[config.mk]
export PLATFORM = sky130hd
export DESIGN_NAME = alu_ctrl_sequencer_flat
export DESIGN_NICKNAME = d
export VERILOG_FILES = /design/src/rtl/alu_ctrl_sequencer_if.sv /design/src/rtl/alu_ctrl_sequencer.sv /design/src/flat_wrapper.sv
export SDC_FILE = /design/constraint.sdc
export NUM_CORES = 1
export LEC_CHECK = 0
export CAP_MARGIN = 20
export CORE_MARGIN = 3
export CORE_UTILIZATION = 38
export DETAILED_ROUTE_END_ITERATION = 12
export GPL_ROUTABILITY_DRIVEN = 0
export GPL_TIMING_DRIVEN = 0
export PLACE_DENSITY = 0.89
export SLEW_MARGIN = 10
export SYNTH_ARGS = -nofsm -noshare
export SYNTH_HDL_FRONTEND = slang
export SYNTH_SLANG_ARGS = --single-unit
[constraint.sdc]
create_clock -name clock -period 2.85 [get_ports clock]
set_input_delay 0.57 -clock clock [delete_from_list [all_inputs] [get_ports clock]]
set_output_delay 0.57 -clock clock [all_outputs]
set_load 0.02 [all_outputs]
[src/rtl/alu_ctrl_sequencer_if.sv]
// Control bundle between the ALU control sequencer and the datapath:
// IR/run into the sequencer, register/bus/ALU strobes and status out of it.
interface alu_ctrl_sequencer_if;
  logic        run;
  logic [31:0] IR;
  logic [15:0] Rin;
  logic [15:0] Rout;
  logic        PCout, MARin, IncPC, Zin, Zlowout, Zhighout, PCin;
  logic        Read, MDRin, MDRout, IRin, Yin, HIin, LOin;
  logic        ADD, SUB, AND, OR, ROR, ROL, SHR, SHRA, SHL, NEG, NOT, MUL, DIV;
  logic        busy, done, illegal;
  logic [15:0] instr_cnt;

  modport master (
    input  run, IR,
    output Rin, Rout,
    output PCout, MARin, IncPC, Zin, Zlowout, Zhighout, PCin,
    output Read, MDRin, MDRout, IRin, Yin, HIin, LOin,
    output ADD, SUB, AND, OR, ROR, ROL, SHR, SHRA, SHL, NEG, NOT, MUL, DIV,
    output busy, done, illegal, instr_cnt
  );

  modport slave (
    output run, IR,
    input  Rin, Rout,
    input  PCout, MARin, IncPC, Zin, Zlowout, Zhighout, PCin,
    input  Read, MDRin, MDRout, IRin, Yin, HIin, LOin,
    input  ADD, SUB, AND, OR, ROR, ROL, SHR, SHRA, SHL, NEG, NOT, MUL, DIV,
    input  busy, done, illegal, instr_cnt
  );
endinterface

[src/rtl/alu_ctrl_sequencer.sv]
// Hardwired fetch/execute control sequencer for ALU instructions. Outputs are a
// Moore decode of the current state and the IR fields; only state and counter are registered.
module alu_ctrl_sequencer #(
  parameter int OPW = 5,
  parameter int RW  = 4
) (
  input  logic                 clock,
  input  logic                 clear,
  alu_ctrl_sequencer_if.master bus
);

  typedef enum logic [3:0] {
    IDLE, T0, T1, T2, T3, T4, T5, T6, HALT
  } state_t;

  typedef enum logic [1:0] {
    CLS_BIN, CLS_UNARY, CLS_MULDIV, CLS_ILL
  } cls_t;

  localparam logic [OPW-1:0] OP_ADD  = OPW'(5'b00000);
  localparam logic [OPW-1:0] OP_SUB  = OPW'(5'b00001);
  localparam logic [OPW-1:0] OP_AND  = OPW'(5'b00010);
  localparam logic [OPW-1:0] OP_OR   = OPW'(5'b00011);
  localparam logic [OPW-1:0] OP_ROR  = OPW'(5'b00100);
  localparam logic [OPW-1:0] OP_ROL  = OPW'(5'b00101);
  localparam logic [OPW-1:0] OP_SHR  = OPW'(5'b00110);
  localparam logic [OPW-1:0] OP_SHRA = OPW'(5'b00111);
  localparam logic [OPW-1:0] OP_SHL  = OPW'(5'b01000);
  localparam logic [OPW-1:0] OP_MUL  = OPW'(5'b01111);
  localparam logic [OPW-1:0] OP_DIV  = OPW'(5'b10000);
  localparam logic [OPW-1:0] OP_NEG  = OPW'(5'b10001);
  localparam logic [OPW-1:0] OP_NOT  = OPW'(5'b10010);

  state_t          state, state_nxt;
  cls_t            cls;
  logic [OPW-1:0]  opcode;
  logic [RW-1:0]   ra, rb, rc;
  logic            op_en;
  logic            last;
  logic [15:0]     instr_cnt;
  logic            unused_ir;

  function automatic logic [15:0] onehot(input logic [RW-1:0] f);
    onehot = 16'(1) << f;
  endfunction

  assign opcode    = bus.IR[31 -: OPW];
  assign ra        = bus.IR[26 -: RW];
  assign rb        = bus.IR[22 -: RW];
  assign rc        = bus.IR[18 -: RW];
  assign unused_ir = ^bus.IR[14:0];

  always_comb begin
    cls = CLS_ILL;
    case (opcode)
      OP_ADD, OP_SUB, OP_AND, OP_OR, OP_ROR,
      OP_ROL, OP_SHR, OP_SHRA, OP_SHL:        cls = CLS_BIN;
      OP_NEG, OP_NOT:                         cls = CLS_UNARY;
      OP_MUL, OP_DIV:                         cls = CLS_MULDIV;
      default:                                cls = CLS_ILL;
    endcase
  end

  // The state that finishes an instruction depends on its class.
  assign last = (state == T4 && cls == CLS_UNARY) ||
                (state == T5 && cls == CLS_BIN)   ||
                (state == T6);

  always_ff @(posedge clock) begin
    if (clear) begin
      state     <= IDLE;
      instr_cnt <= 16'h0000;
    end else begin
      state <= state_nxt;
      if (last) instr_cnt <= instr_cnt + 16'h0001;
    end
  end

  assign bus.instr_cnt = instr_cnt;
  assign bus.busy      = (state != IDLE) && (state != HALT);
  assign bus.illegal   = (state == HALT);
  assign bus.done      = last;

  always_comb begin
    state_nxt    = state;
    op_en        = 1'b0;
    bus.Rin      = 16'h0000;
    bus.Rout     = 16'h0000;
    bus.PCout    = 1'b0;
    bus.MARin    = 1'b0;
    bus.IncPC    = 1'b0;
    bus.Zin      = 1'b0;
    bus.Zlowout  = 1'b0;
    bus.Zhighout = 1'b0;
    bus.PCin     = 1'b0;
    bus.Read     = 1'b0;
    bus.MDRin    = 1'b0;
    bus.MDRout   = 1'b0;
    bus.IRin     = 1'b0;
    bus.Yin      = 1'b0;
    bus.HIin     = 1'b0;
    bus.LOin     = 1'b0;

    case (state)
      IDLE: if (bus.run) state_nxt = T0;
      T0: begin
        bus.PCout = 1'b1;
        bus.MARin = 1'b1;
        bus.IncPC = 1'b1;
        bus.Zin   = 1'b1;
        state_nxt = T1;
      end
      T1: begin
        bus.Zlowout = 1'b1;
        bus.PCin    = 1'b1;
        bus.Read    = 1'b1;
        bus.MDRin   = 1'b1;
        state_nxt   = T2;
      end
      T2: begin
        bus.MDRout = 1'b1;
        bus.IRin   = 1'b1;
        state_nxt  = T3;
      end
      T3: begin
        case (cls)
          CLS_UNARY: begin
            bus.Rout = onehot(rb);
            op_en    = 1'b1;
            bus.Zin  = 1'b1;
            state_nxt = T4;
          end
          CLS_BIN, CLS_MULDIV: begin
            bus.Rout  = onehot(rb);
            bus.Yin   = 1'b1;
            state_nxt = T4;
          end
          default: state_nxt = HALT;
        endcase
      end
      T4: begin
        if (cls == CLS_UNARY) begin
          bus.Zlowout = 1'b1;
          bus.Rin     = onehot(ra);
          state_nxt   = bus.run ? T0 : IDLE;
        end else begin
          bus.Rout  = onehot(rc);
          op_en     = 1'b1;
          bus.Zin   = 1'b1;
          state_nxt = T5;
        end
      end
      T5: begin
        bus.Zlowout = 1'b1;
        if (cls == CLS_MULDIV) begin
          bus.LOin  = 1'b1;
          state_nxt = T6;
        end else begin
          bus.Rin   = onehot(ra);
          state_nxt = bus.run ? T0 : IDLE;
        end
      end
      T6: begin
        bus.Zhighout = 1'b1;
        bus.HIin     = 1'b1;
        state_nxt    = bus.run ? T0 : IDLE;
      end
      HALT:    state_nxt = HALT;
      default: state_nxt = IDLE;
    endcase
  end

  // ALU select follows the opcode only in the states that load Z with an ALU result.
  always_comb begin
    bus.ADD  = 1'b0;
    bus.SUB  = 1'b0;
    bus.AND  = 1'b0;
    bus.OR   = 1'b0;
    bus.ROR  = 1'b0;
    bus.ROL  = 1'b0;
    bus.SHR  = 1'b0;
    bus.SHRA = 1'b0;
    bus.SHL  = 1'b0;
    bus.NEG  = 1'b0;
    bus.NOT  = 1'b0;
    bus.MUL  = 1'b0;
    bus.DIV  = 1'b0;
    if (op_en) begin
      case (opcode)
        OP_ADD:  bus.ADD  = 1'b1;
        OP_SUB:  bus.SUB  = 1'b1;
        OP_AND:  bus.AND  = 1'b1;
        OP_OR:   bus.OR   = 1'b1;
        OP_ROR:  bus.ROR  = 1'b1;
        OP_ROL:  bus.ROL  = 1'b1;
        OP_SHR:  bus.SHR  = 1'b1;
        OP_SHRA: bus.SHRA = 1'b1;
        OP_SHL:  bus.SHL  = 1'b1;
        OP_NEG:  bus.NEG  = 1'b1;
        OP_NOT:  bus.NOT  = 1'b1;
        OP_MUL:  bus.MUL  = 1'b1;
        OP_DIV:  bus.DIV  = 1'b1;
        default: ;
      endcase
    end
  end

endmodule

[src/flat_wrapper.sv]
// flat-port wrapper written by rule: the top's interface ports become plain ports
module alu_ctrl_sequencer_flat 
#(
  parameter int OPW = 5,
  parameter int RW  = 4
)
  (clock, clear, bus_run, bus_IR, bus_Rin, bus_Rout, bus_PCout, bus_MARin, bus_IncPC, bus_Zin, bus_Zlowout, bus_Zhighout, bus_PCin, bus_Read, bus_MDRin, bus_MDRout, bus_IRin, bus_Yin, bus_HIin, bus_LOin, bus_ADD, bus_SUB, bus_AND, bus_OR, bus_ROR, bus_ROL, bus_SHR, bus_SHRA, bus_SHL, bus_NEG, bus_NOT, bus_MUL, bus_DIV, bus_busy, bus_done, bus_illegal, bus_instr_cnt);
  alu_ctrl_sequencer_if bus_i ();
  input  logic clock;
  input  logic clear;
  input wire logic [$bits(bus_i.run)-1:0] bus_run;
  input wire logic [$bits(bus_i.IR)-1:0] bus_IR;
  output wire logic [$bits(bus_i.Rin)-1:0] bus_Rin;
  output wire logic [$bits(bus_i.Rout)-1:0] bus_Rout;
  output wire logic [$bits(bus_i.PCout)-1:0] bus_PCout;
  output wire logic [$bits(bus_i.MARin)-1:0] bus_MARin;
  output wire logic [$bits(bus_i.IncPC)-1:0] bus_IncPC;
  output wire logic [$bits(bus_i.Zin)-1:0] bus_Zin;
  output wire logic [$bits(bus_i.Zlowout)-1:0] bus_Zlowout;
  output wire logic [$bits(bus_i.Zhighout)-1:0] bus_Zhighout;
  output wire logic [$bits(bus_i.PCin)-1:0] bus_PCin;
  output wire logic [$bits(bus_i.Read)-1:0] bus_Read;
  output wire logic [$bits(bus_i.MDRin)-1:0] bus_MDRin;
  output wire logic [$bits(bus_i.MDRout)-1:0] bus_MDRout;
  output wire logic [$bits(bus_i.IRin)-1:0] bus_IRin;
  output wire logic [$bits(bus_i.Yin)-1:0] bus_Yin;
  output wire logic [$bits(bus_i.HIin)-1:0] bus_HIin;
  output wire logic [$bits(bus_i.LOin)-1:0] bus_LOin;
  output wire logic [$bits(bus_i.ADD)-1:0] bus_ADD;
  output wire logic [$bits(bus_i.SUB)-1:0] bus_SUB;
  output wire logic [$bits(bus_i.AND)-1:0] bus_AND;
  output wire logic [$bits(bus_i.OR)-1:0] bus_OR;
  output wire logic [$bits(bus_i.ROR)-1:0] bus_ROR;
  output wire logic [$bits(bus_i.ROL)-1:0] bus_ROL;
  output wire logic [$bits(bus_i.SHR)-1:0] bus_SHR;
  output wire logic [$bits(bus_i.SHRA)-1:0] bus_SHRA;
  output wire logic [$bits(bus_i.SHL)-1:0] bus_SHL;
  output wire logic [$bits(bus_i.NEG)-1:0] bus_NEG;
  output wire logic [$bits(bus_i.NOT)-1:0] bus_NOT;
  output wire logic [$bits(bus_i.MUL)-1:0] bus_MUL;
  output wire logic [$bits(bus_i.DIV)-1:0] bus_DIV;
  output wire logic [$bits(bus_i.busy)-1:0] bus_busy;
  output wire logic [$bits(bus_i.done)-1:0] bus_done;
  output wire logic [$bits(bus_i.illegal)-1:0] bus_illegal;
  output wire logic [$bits(bus_i.instr_cnt)-1:0] bus_instr_cnt;
  assign bus_i.run = bus_run;
  assign bus_i.IR = bus_IR;
  assign bus_Rin = bus_i.Rin;
  assign bus_Rout = bus_i.Rout;
  assign bus_PCout = bus_i.PCout;
  assign bus_MARin = bus_i.MARin;
  assign bus_IncPC = bus_i.IncPC;
  assign bus_Zin = bus_i.Zin;
  assign bus_Zlowout = bus_i.Zlowout;
  assign bus_Zhighout = bus_i.Zhighout;
  assign bus_PCin = bus_i.PCin;
  assign bus_Read = bus_i.Read;
  assign bus_MDRin = bus_i.MDRin;
  assign bus_MDRout = bus_i.MDRout;
  assign bus_IRin = bus_i.IRin;
  assign bus_Yin = bus_i.Yin;
  assign bus_HIin = bus_i.HIin;
  assign bus_LOin = bus_i.LOin;
  assign bus_ADD = bus_i.ADD;
  assign bus_SUB = bus_i.SUB;
  assign bus_AND = bus_i.AND;
  assign bus_OR = bus_i.OR;
  assign bus_ROR = bus_i.ROR;
  assign bus_ROL = bus_i.ROL;
  assign bus_SHR = bus_i.SHR;
  assign bus_SHRA = bus_i.SHRA;
  assign bus_SHL = bus_i.SHL;
  assign bus_NEG = bus_i.NEG;
  assign bus_NOT = bus_i.NOT;
  assign bus_MUL = bus_i.MUL;
  assign bus_DIV = bus_i.DIV;
  assign bus_busy = bus_i.busy;
  assign bus_done = bus_i.done;
  assign bus_illegal = bus_i.illegal;
  assign bus_instr_cnt = bus_i.instr_cnt;
  alu_ctrl_sequencer #(.OPW(OPW), .RW(RW)) u_core (.clock(clock), .clear(clear), .bus(bus_i));
endmodule
==> impl_summary.txt <==
----------------------------------------------------
[Routing]
  Antenna Nets Post-Route ... 0
  Avg WL per Cell ... 15.2 um
  Vias/cell ... approximately 5.4
  Total routed wirelength ... between 6 and 7 mm
  Via count ... ~2500
  Post-route DRC violation count ... 0
  Detailed-routing iteration count for the pre-antenna-repair pass ... 5
  Number of DRC markers after the initial detailed-route iteration ... 206

[Pwr]
  Leak Pwr ... ~1.3 nW
  Power Dens Cells ... 223 nW/um2
  IR Drop Worst-Case VDD ... 0.000223 V
  Overall power of the completed layout ... just over 0.7 mW

[STA]
  Setup repair after global routing missed its margin ... yes
  Final setup fails ... 4
  Max_slew headroom ... 0.571
  Fin worst setup slack ... -0.0831 ns
  Summed negative setup slack over all endpoints ... -0.262 ns
  Final Hold Viols ... 0
  Worst setup skew after layout ... between 0.005 and 0.006 ns
  Pins over their slew limit ... 0
  Slew at the pin closest to its max-slew limit ... around 0.63 ns
  Highest achievable clock rate ... 0.341 GHz
  Final worst path period share ... 1.03
  Minimum clock period ... 2.93 ns
  Hold Worst Slack ... roughly 0.54 ns

[Worst setup path]
  Cell type group with the largest total delay on the critical path ... simple AND/OR/NAND/NOR gates
  Dominant cell type by count on the critical path ... sky130_fd_sc_hd__or3_4
  Launch point of the worst path ... bus_IR[27]
  Endpoint type of the worst setup path ... output port
  Critical path, cell by cell ... buf_8 > inv_6 > ha_4 > and3b_2 > or3_4 > or3_4 > o32ai_4 > buf_6
  Depth of the worst register-to-register path ... 6
  Flop2flop setup slack ... about 0.66 ns
  RR Endpoint ... u_core.bus.instr_cnt[15]
  Total stage count of the critical path ... 8
  Standard cell with the maximum stage delay on the critical path ... sky130_fd_sc_hd__or3_4
  Source of the worst register-to-register timing path ... u_core.state[2]
  Data arrival at the endpoint of the critical path ... ~2.4 ns
  End point of the critical path ... bus_Rout[0]
  Crit-path max cell delay ... ~0.42 ns
  CP required ... 2.28 ns
  Critical Path Source Type ... input port
  Critical path class ... input port to output port
  Critical path buffer and inverter count ... 3
  Largest fanout on the critical path ... 6

[Clocking]
  H-tree lvl count ... 1
  Number of hold buffers added after cts ... 0
  Number of sinks driven by the clock tree ... 20
  Root buffer cell ... sky130_fd_sc_hd__clkbuf_8
  Clock latency reported for the late side of the worst-skew pair ... approximately 0.26 ns
  TritonCTS clock tree ... built
  Clock transition at the registers of the reported paths ... ~0.060 ns
  CTS buffer count ... 3
  CTS Buffer Depth ... 2

[GRT]
  Layer with the highest usage ... met2
  Largest net degree at the start of global routing ... 11
  Global-route track usage on met3 ... 0.0352
  First-pass GRT wire length ... around 11 mm
  Met1 Use GR ... 0.248
  Total global-route track usage ... 0.216
  Global route overflow ... 0
  Grt met2 use ... 0.399
  Antenna violations before repair ... 0
  Vias in the first global route ... between 2000 and 2500

[Synth]
  Number of synthesized flops with an enable pin ... 0
  Post-synthesis net count ... a little over 300
  Share of synthesized area occupied by flip-flops and latches ... 0.210
  Number of warnings reported in the yosys synthesis log ... 0
  Post-Synthesis Cell Area ... 1900 um2
  Number of different library cells in the post-synthesis netlist ... 46
  Mean instance size in the synthesized netlist ... about 7.2 um2
  Combinational family with the most area after synthesis ... simple AND/OR/NAND/NOR gates
  Adder-cell area share of the yosys netlist ... 0.0329
  Post-synthesis share of cell area spent on xor and xnor gates ... 0.0644
  Gate count after technology mapping ... ~260
  Share of async-settable or async-resettable flops after synthesis ... 0
  Synth Area in Compound Gates ... 0.198
  Simple logic cell fraction of the synthesized area ... 0.385
  Main synth FF type ... sky130_fd_sc_hd__dfxtp_1
  Proportion of synthesized area in mux cells ... 0.0164
  Synth Register Bits ... 20

[Run status]
  Status ... complete, but fails checks
  Failing checks ... setup timing

[Floorplanning]
  Core outline area ... 4790 um2
  Die span in x ... approximately 77 um
  Count of boundary I/O pins ... about 110
  Initial standard-cell utilization of the core ... 0.398
  Die extent in y ... 76.8 um
  Standard-cell row count ... 25
  Overall die area ... around 6000 um2

[Layout]
  Layout cells sized above 1 ... 0.346
  Number of diodes added for antenna fixing ... 0
  Nets ... ~430
  Core utilization of the finished layout ... 0.668
  Synth-to-layout area growth ... 67.9%

[Job]
  # Max-Cap Violations ... 0

[Place]
  Worst slack after detailed placement ... -1.17 ns
  # port buffers ... 91
  HPWL after DPL ... between 4 and 5 mm

[Hold path]
  Hold WC Path Type ... flop to flop

----------------------------------------------------
synth_stat cells, types with 6 or more instances:
master | count | area share
sky130_fd_sc_hd__nor2_1 | 34 | 0.067
sky130_fd_sc_hd__dfxtp_1 | 20 | 0.21
sky130_fd_sc_hd__nand2_1 | 18 | 0.035
sky130_fd_sc_hd__nor3_1 | 18 | 0.047
sky130_fd_sc_hd__a21oi_1 | 15 | 0.039
sky130_fd_sc_hd__xnor2_1 | 14 | 0.064
sky130_fd_sc_hd__inv_1 | 12 | 0.024
sky130_fd_sc_hd__nand2b_1 | 12 | 0.039
sky130_fd_sc_hd__o22ai_1 | 10 | 0.033
sky130_fd_sc_hd__and3_1 | 9 | 0.030
sky130_fd_sc_hd__buf_4 | 7 | 0.028
sky130_fd_sc_hd__clkbuf_1 | 6 | 0.012
sky130_fd_sc_hd__nand4_1 | 6 | 0.020
where the power goes:
part	switching, mW	leakage, nW	internal, mW
clock network	0.0868	0.0216	0.0942
logic	0.135	1.08	0.110
registers	0.00349	0.161	0.283
worst min-delay path by stage:
stage | startpoint | end | slack (ns) | depth (start not counted)
finish | u_core.bus.instr_cnt[15] | u_core.bus.instr_cnt[15] | 0.54 | 2
global route | u_core.bus.instr_cnt[10] | u_core.bus.instr_cnt[10] | 0.58 | 2
CTS | u_core.bus.instr_cnt[15] | u_core.bus.instr_cnt[15] | 0.54 | 2
detailed placement | u_core.bus.instr_cnt[15] | u_core.bus.instr_cnt[15] | 0.52 | 2
global placement | u_core.bus.instr_cnt[15] | u_core.bus.instr_cnt[15] | 0.50 | 2
floorplan | u_core.bus.instr_cnt[15] | u_core.bus.instr_cnt[15] | 0.61 | 2
state kept, by name, summed over array words and instances (netlist names):
name	count
u_core.bus.instr_cnt	16
u_core.state	4
repair_timing:
action	4_1_cts	5_1_grt
endpoints found under the setup margin	50	52
buffers inserted	20	7
resized for setup	202	57
pin swaps	11	11
tightest hold or removal path: stages, from the launching register on:
cell and delay (ns):
sky130_fd_sc_hd__dfxtp_1 0.35, sky130_fd_sc_hd__xnor2_1 0.08, sky130_fd_sc_hd__nor2_1 0.08
layout by cell type (no fill, tap or decap), types with 5 or more instances in the layout:
master and n:
sky130_fd_sc_hd__a21oi_1 13, sky130_fd_sc_hd__xnor2_1 13, sky130_fd_sc_hd__nor3_1 16, sky130_fd_sc_hd__nand3b_1 5
sky130_fd_sc_hd__clkdlybuf4s50_1 39, sky130_fd_sc_hd__nor2_1 34, sky130_fd_sc_hd__and3_1 9, sky130_fd_sc_hd__o22ai_1 7
sky130_fd_sc_hd__nand2b_1 12, sky130_fd_sc_hd__dfxtp_1 20, sky130_fd_sc_hd__nand4_1 6, sky130_fd_sc_hd__buf_6 6
sky130_fd_sc_hd__buf_2 20, sky130_fd_sc_hd__nand2_1 16, sky130_fd_sc_hd__clkbuf_2 10, sky130_fd_sc_hd__buf_4 46
sky130_fd_sc_hd__inv_1 10
logic make-up after synthesis:
group,after synthesis
flops,20
buf+inv,35
compound gates,52
mux,3
xor+xnor,14
simple gates,135
fa+ha+maj,5
through the flow:
stage,instances,cell area [um2]
6_report,451,3200
5_1_grt,451,3200
4_1_cts,445,3150
3_5_place_dp,422,2940
3_3_place_gp,422,2940
2_1_floorplan,264,1950
area by class of cell:
class / instances / area (um2)
Sequential cell: 20 / 400
Timing Repair Buffer: 118 / 971
Multi-Input combinational cell: 209 / 1510
Inverter: 12 / 55.1
Tap cell: 67 / 83.8
Buffer: 22 / 133
Fill cell: 390 / 1590
Clock buffer: 3 / 41.3
metal layers:
layer / part of all wire / up-vias
met2: 0.51 / 116
met4: 0.024 / 0
met5: 0 / -
li1: - / 1192
met1: 0.41 / 1125
met3: 0.059 / 17
Power figures use the tool's default switching activity.
